===== src/rtl/ex_mdu_pkg.sv =====
// Shared definitions for the RV32M multiply/divide unit (ex_mdu).
// funct3 codes, the M-extension funct7, FSM state encoding and common
// enable constants live here so the decoder and the unit agree on them.
package ex_mdu_pkg;

  // funct3 operation select for the M extension
  localparam logic [2:0] INST_MUL    = 3'b000;
  localparam logic [2:0] INST_MULH   = 3'b001;
  localparam logic [2:0] INST_MULHSU = 3'b010;
  localparam logic [2:0] INST_MULHU  = 3'b011;
  localparam logic [2:0] INST_DIV    = 3'b100;
  localparam logic [2:0] INST_DIVU   = 3'b101;
  localparam logic [2:0] INST_REM    = 3'b110;
  localparam logic [2:0] INST_REMU   = 3'b111;

  // funct7 that marks an R-type instruction as belonging to the M extension
  localparam logic [6:0] INST_FUNCT7_M = 7'b000_0001;

  // Common pipeline constants
  localparam logic [31:0] ZeroWord     = 32'h0;
  localparam logic        WriteEnable  = 1'b1;
  localparam logic        WriteDisable = 1'b0;
  localparam logic        HoldEnable   = 1'b1;
  localparam logic        HoldDisable  = 1'b0;

  // Unit state encoding
  typedef enum logic [1:0] {
    MDU_IDLE = 2'd0,
    MDU_MUL  = 2'd1,
    MDU_DIV  = 2'd2,
    MDU_DONE = 2'd3
  } mdu_state_e;

  // op[2] separates the divide family from the multiply family
  function automatic logic op_is_div(input logic [2:0] op);
    return op[2];
  endfunction

  // DIV and REM treat their operands as signed; DIVU and REMU do not
  function automatic logic op_div_signed(input logic [2:0] op);
    return op[2] & ~op[0];
  endfunction

  // REM/REMU return the remainder, DIV/DIVU the quotient
  function automatic logic op_is_rem(input logic [2:0] op);
    return op[1];
  endfunction

  // MULH and MULHSU sign-extend rs1
  function automatic logic op_mul_a_signed(input logic [2:0] op);
    return (op == INST_MULH) || (op == INST_MULHSU);
  endfunction

  // Only MULH sign-extends rs2
  function automatic logic op_mul_b_signed(input logic [2:0] op);
    return op == INST_MULH;
  endfunction

endpackage


===== src/rtl/mdu_div_step.sv =====
// Combinational restoring-division slice for ex_mdu.
// Performs DIV_BITS unsigned restoring steps in a chain. The quotient
// register doubles as the dividend shift register: each step shifts the
// next dividend bit out of its MSB into the partial remainder and shifts
// the new quotient bit into its LSB.
module mdu_div_step #(
  parameter int XLEN     = 32,
  parameter int DIV_BITS = 1
) (
  input  logic [XLEN-1:0] rem_i,
  input  logic [XLEN-1:0] quo_i,
  input  logic [XLEN-1:0] dsr_i,
  output logic [XLEN-1:0] rem_o,
  output logic [XLEN-1:0] quo_o
);

  logic [XLEN-1:0] rem_c [DIV_BITS+1];
  logic [XLEN-1:0] quo_c [DIV_BITS+1];

  assign rem_c[0] = rem_i;
  assign quo_c[0] = quo_i;

  for (genvar gi = 0; gi < DIV_BITS; gi++) begin : g_step
    logic [XLEN:0] shifted;
    logic [XLEN:0] diff;

    // Partial remainder is always below the divisor, so the shifted value
    // fits in XLEN+1 bits and the borrow bit says whether it subtracts.
    assign shifted        = {rem_c[gi], quo_c[gi][XLEN-1]};
    assign diff           = shifted - {1'b0, dsr_i};
    assign rem_c[gi+1]    = diff[XLEN] ? shifted[XLEN-1:0] : diff[XLEN-1:0];
    assign quo_c[gi+1]    = {quo_c[gi][XLEN-2:0], ~diff[XLEN]};
  end

  assign rem_o = rem_c[DIV_BITS];
  assign quo_o = quo_c[DIV_BITS];

endmodule


===== src/rtl/ex_mdu.sv =====
// Multi-cycle RV32M execute unit: MUL/MULH/MULHSU/MULHU in one cycle,
// DIV/DIVU/REM/REMU by restoring division, DIV_BITS quotient bits per cycle.
// Optional feature macro MDU_EARLY_OUT_EN: divide-by-zero and signed
// overflow skip the iterative DIV state and go straight to DONE.
// Results are identical with and without the macro.
module ex_mdu
  import ex_mdu_pkg::*;
#(
  parameter int XLEN     = 32,
  parameter int DIV_BITS = 1
) (
  input  logic            clk,
  input  logic            rst,
  input  logic            start_i,
  input  logic [2:0]      op_i,
  input  logic [XLEN-1:0] op1_i,
  input  logic [XLEN-1:0] op2_i,
  input  logic [4:0]      rd_addr_i,
  input  logic            flush_i,
  output logic [4:0]      rd_addr_o,
  output logic [XLEN-1:0] rd_data_o,
  output logic            rd_wen_o,
  output logic            busy_o,
  output logic            hold_flag_o
);

  localparam int              STEPS    = XLEN / DIV_BITS;
  localparam int              CNT_W    = $clog2(STEPS + 1);
  localparam logic [CNT_W-1:0] CNT_LOAD = CNT_W'(STEPS);
  localparam logic [XLEN-1:0] XMIN     = {1'b1, {(XLEN-1){1'b0}}};

  // FSM and captured request
  mdu_state_e       state_q;
  logic [2:0]       op_q;
  logic [XLEN-1:0]  a_q;
  logic [XLEN-1:0]  b_q;
  logic [4:0]       rd_q;

  // Division datapath
  logic [XLEN-1:0]  rem_q;
  logic [XLEN-1:0]  quo_q;
  logic [XLEN-1:0]  dsr_q;
  logic [CNT_W-1:0] cnt_q;
  logic             div_zero_q;
  logic             ovf_q;
  logic             q_neg_q;
  logic             r_neg_q;

  // Registered writeback outputs
  logic             wen_q;
  logic [XLEN-1:0]  data_q;
  logic [4:0]       addr_q;

  // Combinational helpers
  logic             in_signed;
  logic             in_dz;
  logic             in_ovf;
  logic             in_a_neg;
  logic             in_b_neg;
  logic [XLEN-1:0]  in_a_mag;
  logic [XLEN-1:0]  in_b_mag;
  logic signed [XLEN:0]     mul_a;
  logic signed [XLEN:0]     mul_b;
  logic signed [2*XLEN-1:0] mul_prod;
  logic [XLEN-1:0]  mul_res;
  logic [XLEN-1:0]  rem_step;
  logic [XLEN-1:0]  quo_step;
  logic [XLEN-1:0]  quo_fix;
  logic [XLEN-1:0]  rem_fix;
  logic [XLEN-1:0]  div_res;

  // Mandated result for the two division corner cases; shared by the
  // early-out path and the end-of-iteration fix-up so both agree.
  function automatic logic [XLEN-1:0] special_res(input logic [2:0] op,
                                                  input logic [XLEN-1:0] op1,
                                                  input logic dz);
    if (dz) return op_is_rem(op) ? op1 : '1;
    return op_is_rem(op) ? '0 : op1;
  endfunction

  // Classify the incoming request: signedness, corner cases, magnitudes.
  always_comb begin
    in_signed = op_div_signed(op_i);
    in_dz     = (op2_i == '0);
    in_ovf    = in_signed && (op1_i == XMIN) && (op2_i == '1);
    in_a_neg  = in_signed & op1_i[XLEN-1];
    in_b_neg  = in_signed & op2_i[XLEN-1];
    in_a_mag  = in_a_neg ? -op1_i : op1_i;
    in_b_mag  = in_b_neg ? -op2_i : op2_i;
  end

  // Multiply (XLEN+1)-bit extended operands; the low 2*XLEN bits of the
  // product are exact for every signedness combination.
  always_comb begin
    mul_a    = {op_mul_a_signed(op_q) & a_q[XLEN-1], a_q};
    mul_b    = {op_mul_b_signed(op_q) & b_q[XLEN-1], b_q};
    mul_prod = mul_a * mul_b;
    mul_res  = (op_q == INST_MUL) ? mul_prod[XLEN-1:0] : mul_prod[2*XLEN-1:XLEN];
  end

  mdu_div_step #(
    .XLEN     (XLEN),
    .DIV_BITS (DIV_BITS)
  ) u_div_step (
    .rem_i (rem_q),
    .quo_i (quo_q),
    .dsr_i (dsr_q),
    .rem_o (rem_step),
    .quo_o (quo_step)
  );

  // Sign fix-up of the finished magnitudes; corner cases override.
  always_comb begin
    quo_fix = q_neg_q ? -quo_q : quo_q;
    rem_fix = r_neg_q ? -rem_q : rem_q;
    if (div_zero_q || ovf_q) begin
      div_res = special_res(op_q, a_q, div_zero_q);
    end else begin
      div_res = op_is_rem(op_q) ? rem_fix : quo_fix;
    end
  end

  // Unit FSM: capture, multiply, iterate divide, one-cycle writeback.
  always_ff @(posedge clk or negedge rst) begin
    if (!rst) begin
      state_q    <= MDU_IDLE;
      op_q       <= 3'b000;
      a_q        <= '0;
      b_q        <= '0;
      rd_q       <= 5'd0;
      rem_q      <= '0;
      quo_q      <= '0;
      dsr_q      <= '0;
      cnt_q      <= '0;
      div_zero_q <= 1'b0;
      ovf_q      <= 1'b0;
      q_neg_q    <= 1'b0;
      r_neg_q    <= 1'b0;
      wen_q      <= WriteDisable;
      data_q     <= '0;
      addr_q     <= 5'd0;
    end else begin
      wen_q  <= WriteDisable;
      data_q <= '0;
      addr_q <= 5'd0;
      case (state_q)
        MDU_IDLE: begin
          if (start_i && !flush_i) begin
            op_q       <= op_i;
            a_q        <= op1_i;
            b_q        <= op2_i;
            rd_q       <= rd_addr_i;
            rem_q      <= '0;
            quo_q      <= in_a_mag;
            dsr_q      <= in_b_mag;
            div_zero_q <= in_dz;
            ovf_q      <= in_ovf;
            q_neg_q    <= in_a_neg ^ in_b_neg;
            r_neg_q    <= in_a_neg;
            if (!op_is_div(op_i)) begin
              state_q <= MDU_MUL;
`ifdef MDU_EARLY_OUT_EN
            end else if (in_dz || in_ovf) begin
              state_q <= MDU_DONE;
              wen_q   <= WriteEnable;
              data_q  <= special_res(op_i, op1_i, in_dz);
              addr_q  <= rd_addr_i;
`endif
            end else begin
              state_q <= MDU_DIV;
              cnt_q   <= CNT_LOAD;
            end
          end
        end
        MDU_MUL: begin
          if (flush_i) begin
            state_q <= MDU_IDLE;
          end else begin
            state_q <= MDU_DONE;
            wen_q   <= WriteEnable;
            data_q  <= mul_res;
            addr_q  <= rd_q;
          end
        end
        MDU_DIV: begin
          if (flush_i) begin
            state_q <= MDU_IDLE;
          end else if (cnt_q == '0) begin
            state_q <= MDU_DONE;
            wen_q   <= WriteEnable;
            data_q  <= div_res;
            addr_q  <= rd_q;
          end else begin
            rem_q <= rem_step;
            quo_q <= quo_step;
            cnt_q <= cnt_q - CNT_W'(1);
          end
        end
        MDU_DONE: begin
          state_q <= MDU_IDLE;
        end
        default: begin
          state_q <= MDU_IDLE;
        end
      endcase
    end
  end

  // A flush arriving in DONE must still cancel the writeback of that cycle.
  assign rd_wen_o  = wen_q & ~flush_i;
  assign rd_data_o = flush_i ? '0 : data_q;
  assign rd_addr_o = flush_i ? 5'd0 : addr_q;
  assign busy_o    = (state_q != MDU_IDLE);

  // Stall starts in the request cycle and drops in DONE so the pipeline
  // advances while the result is written.
  assign hold_flag_o = ((start_i && (state_q == MDU_IDLE) && !flush_i) ||
                        (state_q == MDU_MUL) || (state_q == MDU_DIV)) ?
                       HoldEnable : HoldDisable;

endmodule


===== config.mk =====
export PLATFORM = sky130hd
export DESIGN_NAME = ex_mdu
export DESIGN_NICKNAME = d
export VERILOG_FILES = /design/src/rtl/ex_mdu_pkg.sv /design/src/rtl/mdu_div_step.sv /design/src/rtl/ex_mdu.sv
export SDC_FILE = /design/constraint.sdc
export NUM_CORES = 2
export LEC_CHECK = 0
export ABC_AREA = 1
export CELL_PAD_IN_SITES_DETAIL_PLACEMENT = 1
export CELL_PAD_IN_SITES_GLOBAL_PLACEMENT = 1
export CORE_MARGIN = 2
export CORE_UTILIZATION = 53
export CTS_CLUSTER_SIZE = 20
export DETAILED_ROUTE_END_ITERATION = 7
export PLACE_DENSITY = 0.87
export SKIP_LAST_GASP = 1
export SLEW_MARGIN = 5
export SYNTH_ARGS = -nofsm -noshare
export SYNTH_HDL_FRONTEND = slang
export SYNTH_SLANG_ARGS = --single-unit

===== constraint.sdc =====
create_clock -name clk -period 22.5 [get_ports clk]
set_input_delay 4.5 -clock clk [delete_from_list [all_inputs] [get_ports clk]]
set_output_delay 4.5 -clock clk [all_outputs]
set_load 0.005 [all_outputs]

==> summary.md <==
| Metric | Value |
|---|---|
| Routed length per instance | `24.5 µm` |
| Final period utilization | `between 50% and 60%` |
| Maximum achievable frequency | `a little under 90 MHz` |
| Dominant register cell in the synthesized netlist | `sky130_fd_sc_hd__dfrtp_1` |
| Share of the synthesized area in compound gates (AO/OA/AOI/OAI) | `under 10%` |
| First-pass GRT wire length | `roughly 330 mm` |
| Kind of critical path | `input pin to primary output` |
| Number of detailed-routing iterations run before antenna repair | `5` |
| Share of synthesized registers carrying an async set or reset | `between 90% and 100%` |
| Unrepaired setup endpoints after global routing | `false` |
| Proportion of layout cells with a drive suffix above 1 | `3.39%` |
| H-tree depth | `1` |
| Count of cells along the worst register-to-register path | `30` |
| Area grow syn2layout | `5.35%` |
| Number of buffers inserted during clock tree synthesis | `26` |
| Required @ worst endpoint | `between 15 and 20 ns` |
| CTS tree | `yes` |
| Total negative slack | `0 ns` |
| Clock Skews | `0.0259 ns` |
| Starting density of the core | `between 50% and 60%` |
| Hold crit path type | `register to register` |
| Row count | `about 120` |
| EDFF count, synth | `0` |
| Number of hold buffers added after CTS | `0` |
| Xor and xnor fraction of the mapped netlist area | `less than 1%` |
| Outcome | `complete, no violations` |
| Mux share of post-synthesis cell area | `0.0362%` |
| Post-CTS Setup Bufs | `0` |
| Simple-gate share of the synthesized area | `roughly a fifth` |
| Reg-to-reg startpoint | `op_q[1]` |
| Post-synthesis instance total | `approximately 7.3k` |
| Pin count of the biggest net entering global routing | `99` |
| 1st-iter DRT viols | `3546` |
| Vias in the first global route | `around 56k` |
| Synthesized area divided by synthesized cell count | `between 7 and 8 µm²` |
| Via Count | `around 49k` |
| Minimum clock period after layout | `approximately 11 ns` |
| Final count of pins violating max slew | `0` |
| Setup slack of the most critical reg-to-reg path | `12.25 ns` |
| Min-Delay Startpoint | `b_q[19]` |
| Most common cell after layout, fill and taps aside | `sky130_fd_sc_hd__inv_1` |
| Width of the die | `between 300 and 400 µm` |
| Hold Path End | `b_q[19]` |
| Maximum buffer depth of the clock tree | `3` |
| Max Cap Violations | `0` |
| Buffer cell driving the clock tree root | `sky130_fd_sc_hd__clkbuf_16` |
| R2r endpoint | `data_q[21]` |
| Share of the yosys chip area belonging to registers | `around a tenth` |
| Syn Nets | `between 8k and 9k` |
| Mean number of vias per cell | `about 5.7` |
| Latest clock arrival within the worst-skew pair | `0.60 ns` |
| Post-route ant nets | `0` |
| Grt total ovfl | `0` |
| Count of pins on the block boundary | `about 120` |
| Total of buffers placed on input and output ports | `about 120` |
| Total die area | `107000 µm²` |
| Total of endpoints with negative setup slack in the final report | `0` |
| Initial antenna violation count | `5` |
| Commonest cells after routing, fill and taps aside | `1958 x sky130_fd_sc_hd__inv_1, 1764 x sky130_fd_sc_hd__nand2_1, 1126 x sky130_fd_sc_hd__fa_1` |
| Arithmetic-cell share of the synthesized area counting full adders, half adders and majority gates | `46.4%` |
| Worst Hold Depth | `2` |
| Number of flip-flops and latches in the synthesized netlist | `between 200 and 250` |
| Area of the core | `approximately 100000 µm²` |
| Clock-pin slew reported for the worst setup and hold paths after clock tree synthesis | `roughly 0.070 ns` |
| Total half-perimeter wirelength after legalization and detailed placement | `between 150 and 200 mm` |
| Total of cells resized after clock tree synthesis | `0` |
| Count of warnings emitted by yosys | `0` |
| Routability congestion estimate from global placement | `between 1 and 1.5` |
| Final net count | `approximately 8.7k` |
| Count of final hold-check violations | `0` |
| Worst setup SP type | `input pin` |
| Distinct cell type count after synthesis | `60` |
| Measured slew at the worst slew-check pin | `roughly 1.3 ns` |
| Critical path peak fanout | `42` |
| Post-detailed-route DRC marker count | `0` |
| Worst setup EP type | `primary output` |
| Synthesized area | `between 50000 and 60000 µm²` |
| Global-route total usage across every layer | `around two fifths` |
| Main combinational cell family by area after synthesis | `adder cells` |
| Count of clock tree sinks | `217` |
| Crit path DAT | `around 7.0 ns` |
| Die H | `between 300 and 400 µm` |
| Slew margin rel. | `approximately an eighth` |
| Total detailed-routing wirelength | `approximately 210 mm` |
-- sequential cells by signal, indices dropped and copies added (netlist names), 6 cells and up --
name    flops
cnt_q       6
a_q        32
dsr_q      31
quo_q      32
rem_q      32
b_q        32
data_q     32
-- Yosys cell counts, types with 7 or more instances --
master                     number  share of area (%)
sky130_fd_sc_hd__fa_1        1126                 41
sky130_fd_sc_hd__nor2_1       404                2.7
sky130_fd_sc_hd__o21ai_0      330                3.0
sky130_fd_sc_hd__nand2_1     1764                 12
sky130_fd_sc_hd__o21ai_2        8               0.13
sky130_fd_sc_hd__o21bai_1      15               0.20
sky130_fd_sc_hd__buf_1         13              0.088
sky130_fd_sc_hd__xnor2_1       21               0.33
sky130_fd_sc_hd__dfrtp_1      217                9.8
sky130_fd_sc_hd__nor3_1        52               0.47
sky130_fd_sc_hd__nor4_1         7              0.079
sky130_fd_sc_hd__o221ai_1       7               0.11
sky130_fd_sc_hd__o211ai_1      35               0.47
sky130_fd_sc_hd__inv_2         13              0.088
sky130_fd_sc_hd__o21ai_1       43               0.39
sky130_fd_sc_hd__ha_1         253                5.7
sky130_fd_sc_hd__nor2_2        10               0.11
sky130_fd_sc_hd__inv_1       1958                 13
sky130_fd_sc_hd__nand3_2        9               0.16
sky130_fd_sc_hd__a21o_1         8               0.11
sky130_fd_sc_hd__nand3b_1       8               0.11
sky130_fd_sc_hd__nand3_1      204                1.8
sky130_fd_sc_hd__nand2_2       24               0.27
sky130_fd_sc_hd__o21a_1        10               0.14
sky130_fd_sc_hd__o22ai_1       13               0.15
sky130_fd_sc_hd__o31ai_1        7              0.095
sky130_fd_sc_hd__o211ai_2      18               0.41
sky130_fd_sc_hd__a21oi_1      279                2.5
sky130_fd_sc_hd__nand4_1       45               0.51
sky130_fd_sc_hd__buf_2         19               0.17
sky130_fd_sc_hd__a31oi_1       14               0.16
sky130_fd_sc_hd__clkbuf_1     308                2.1
sky130_fd_sc_hd__xor2_1        37               0.59
-- metal layers --
layer	routed length [µm]	vias up	GRT usage (%)
met2	106000	2103	70.2
met4	14500	0	24.0
met5	0	-	0
met3	13200	793	5.19
li1	-	21138	-
met1	77800	25346	47.3
-- kinds of logic after synthesis --
family          Yosys count
flops                   217
mux                       2
simple gates           2556
compound gates          802
xor+xnor                 58
fa+ha+maj              1379
buf+inv                2323
-- worst max-delay path, cell delays in order --
cell	delay (ns)
sky130_fd_sc_hd__buf_2	0.69
sky130_fd_sc_hd__nor3_4	0.08
sky130_fd_sc_hd__buf_4	0.36
sky130_fd_sc_hd__inv_2	0.51
sky130_fd_sc_hd__nand3_1	0.26
sky130_fd_sc_hd__clkdlybuf4s50_1	0.54
-- how the worst max path moves through the flow --
stage	depth (start not counted)	start	end	slack (ns)
final	6	flush_i	hold_flag_o	11.03
after global routing	6	flush_i	hold_flag_o	10.95
after CTS	6	flush_i	hold_flag_o	11.04
after detailed placement	6	flush_i	hold_flag_o	11.03
after global placement	6	flush_i	hold_flag_o	11.09
after floorplan	6	flush_i	hold_flag_o	12.41
-- stage by stage --
| stage | cell area (µm²) | hold WS (ns) | util, % | std cells | worst slack (ns) |
|---|---|---|---|---|---|
| after detailed placement | 57500 | 0.460 | 55.4 | 8563 | 11.03 |
| after floorplan | 55400 | 0.449 | - | 7337 | 12.41 |
| final | 58300 | 0.470 | 56.3 | 8613 | 11.03 |
| after CTS | 58300 | 0.477 | 56.3 | 8611 | 11.04 |
| after global routing | 58300 | 0.494 | 56.3 | 8611 | 10.95 |
| after global placement | 57500 | 0.455 | 55.4 | 8563 | 11.09 |
-- final cells by class --
cell class | instances | area [µm²]
antenna | 2 | 5.00
clock buffer | 28 | 678
clock inverter | 20 | 199
fill | 13141 | 45300
inverter | 1975 | 7420
multi-input combinational | 4797 | 41100
sequential | 217 | 5430
tap | 1380 | 1730
timing repair buffer | 194 | 1740
Power is left out: the tool's default activity adds up to more than one toggle a clock period on the data nets, which glitch-free logic cannot reach.
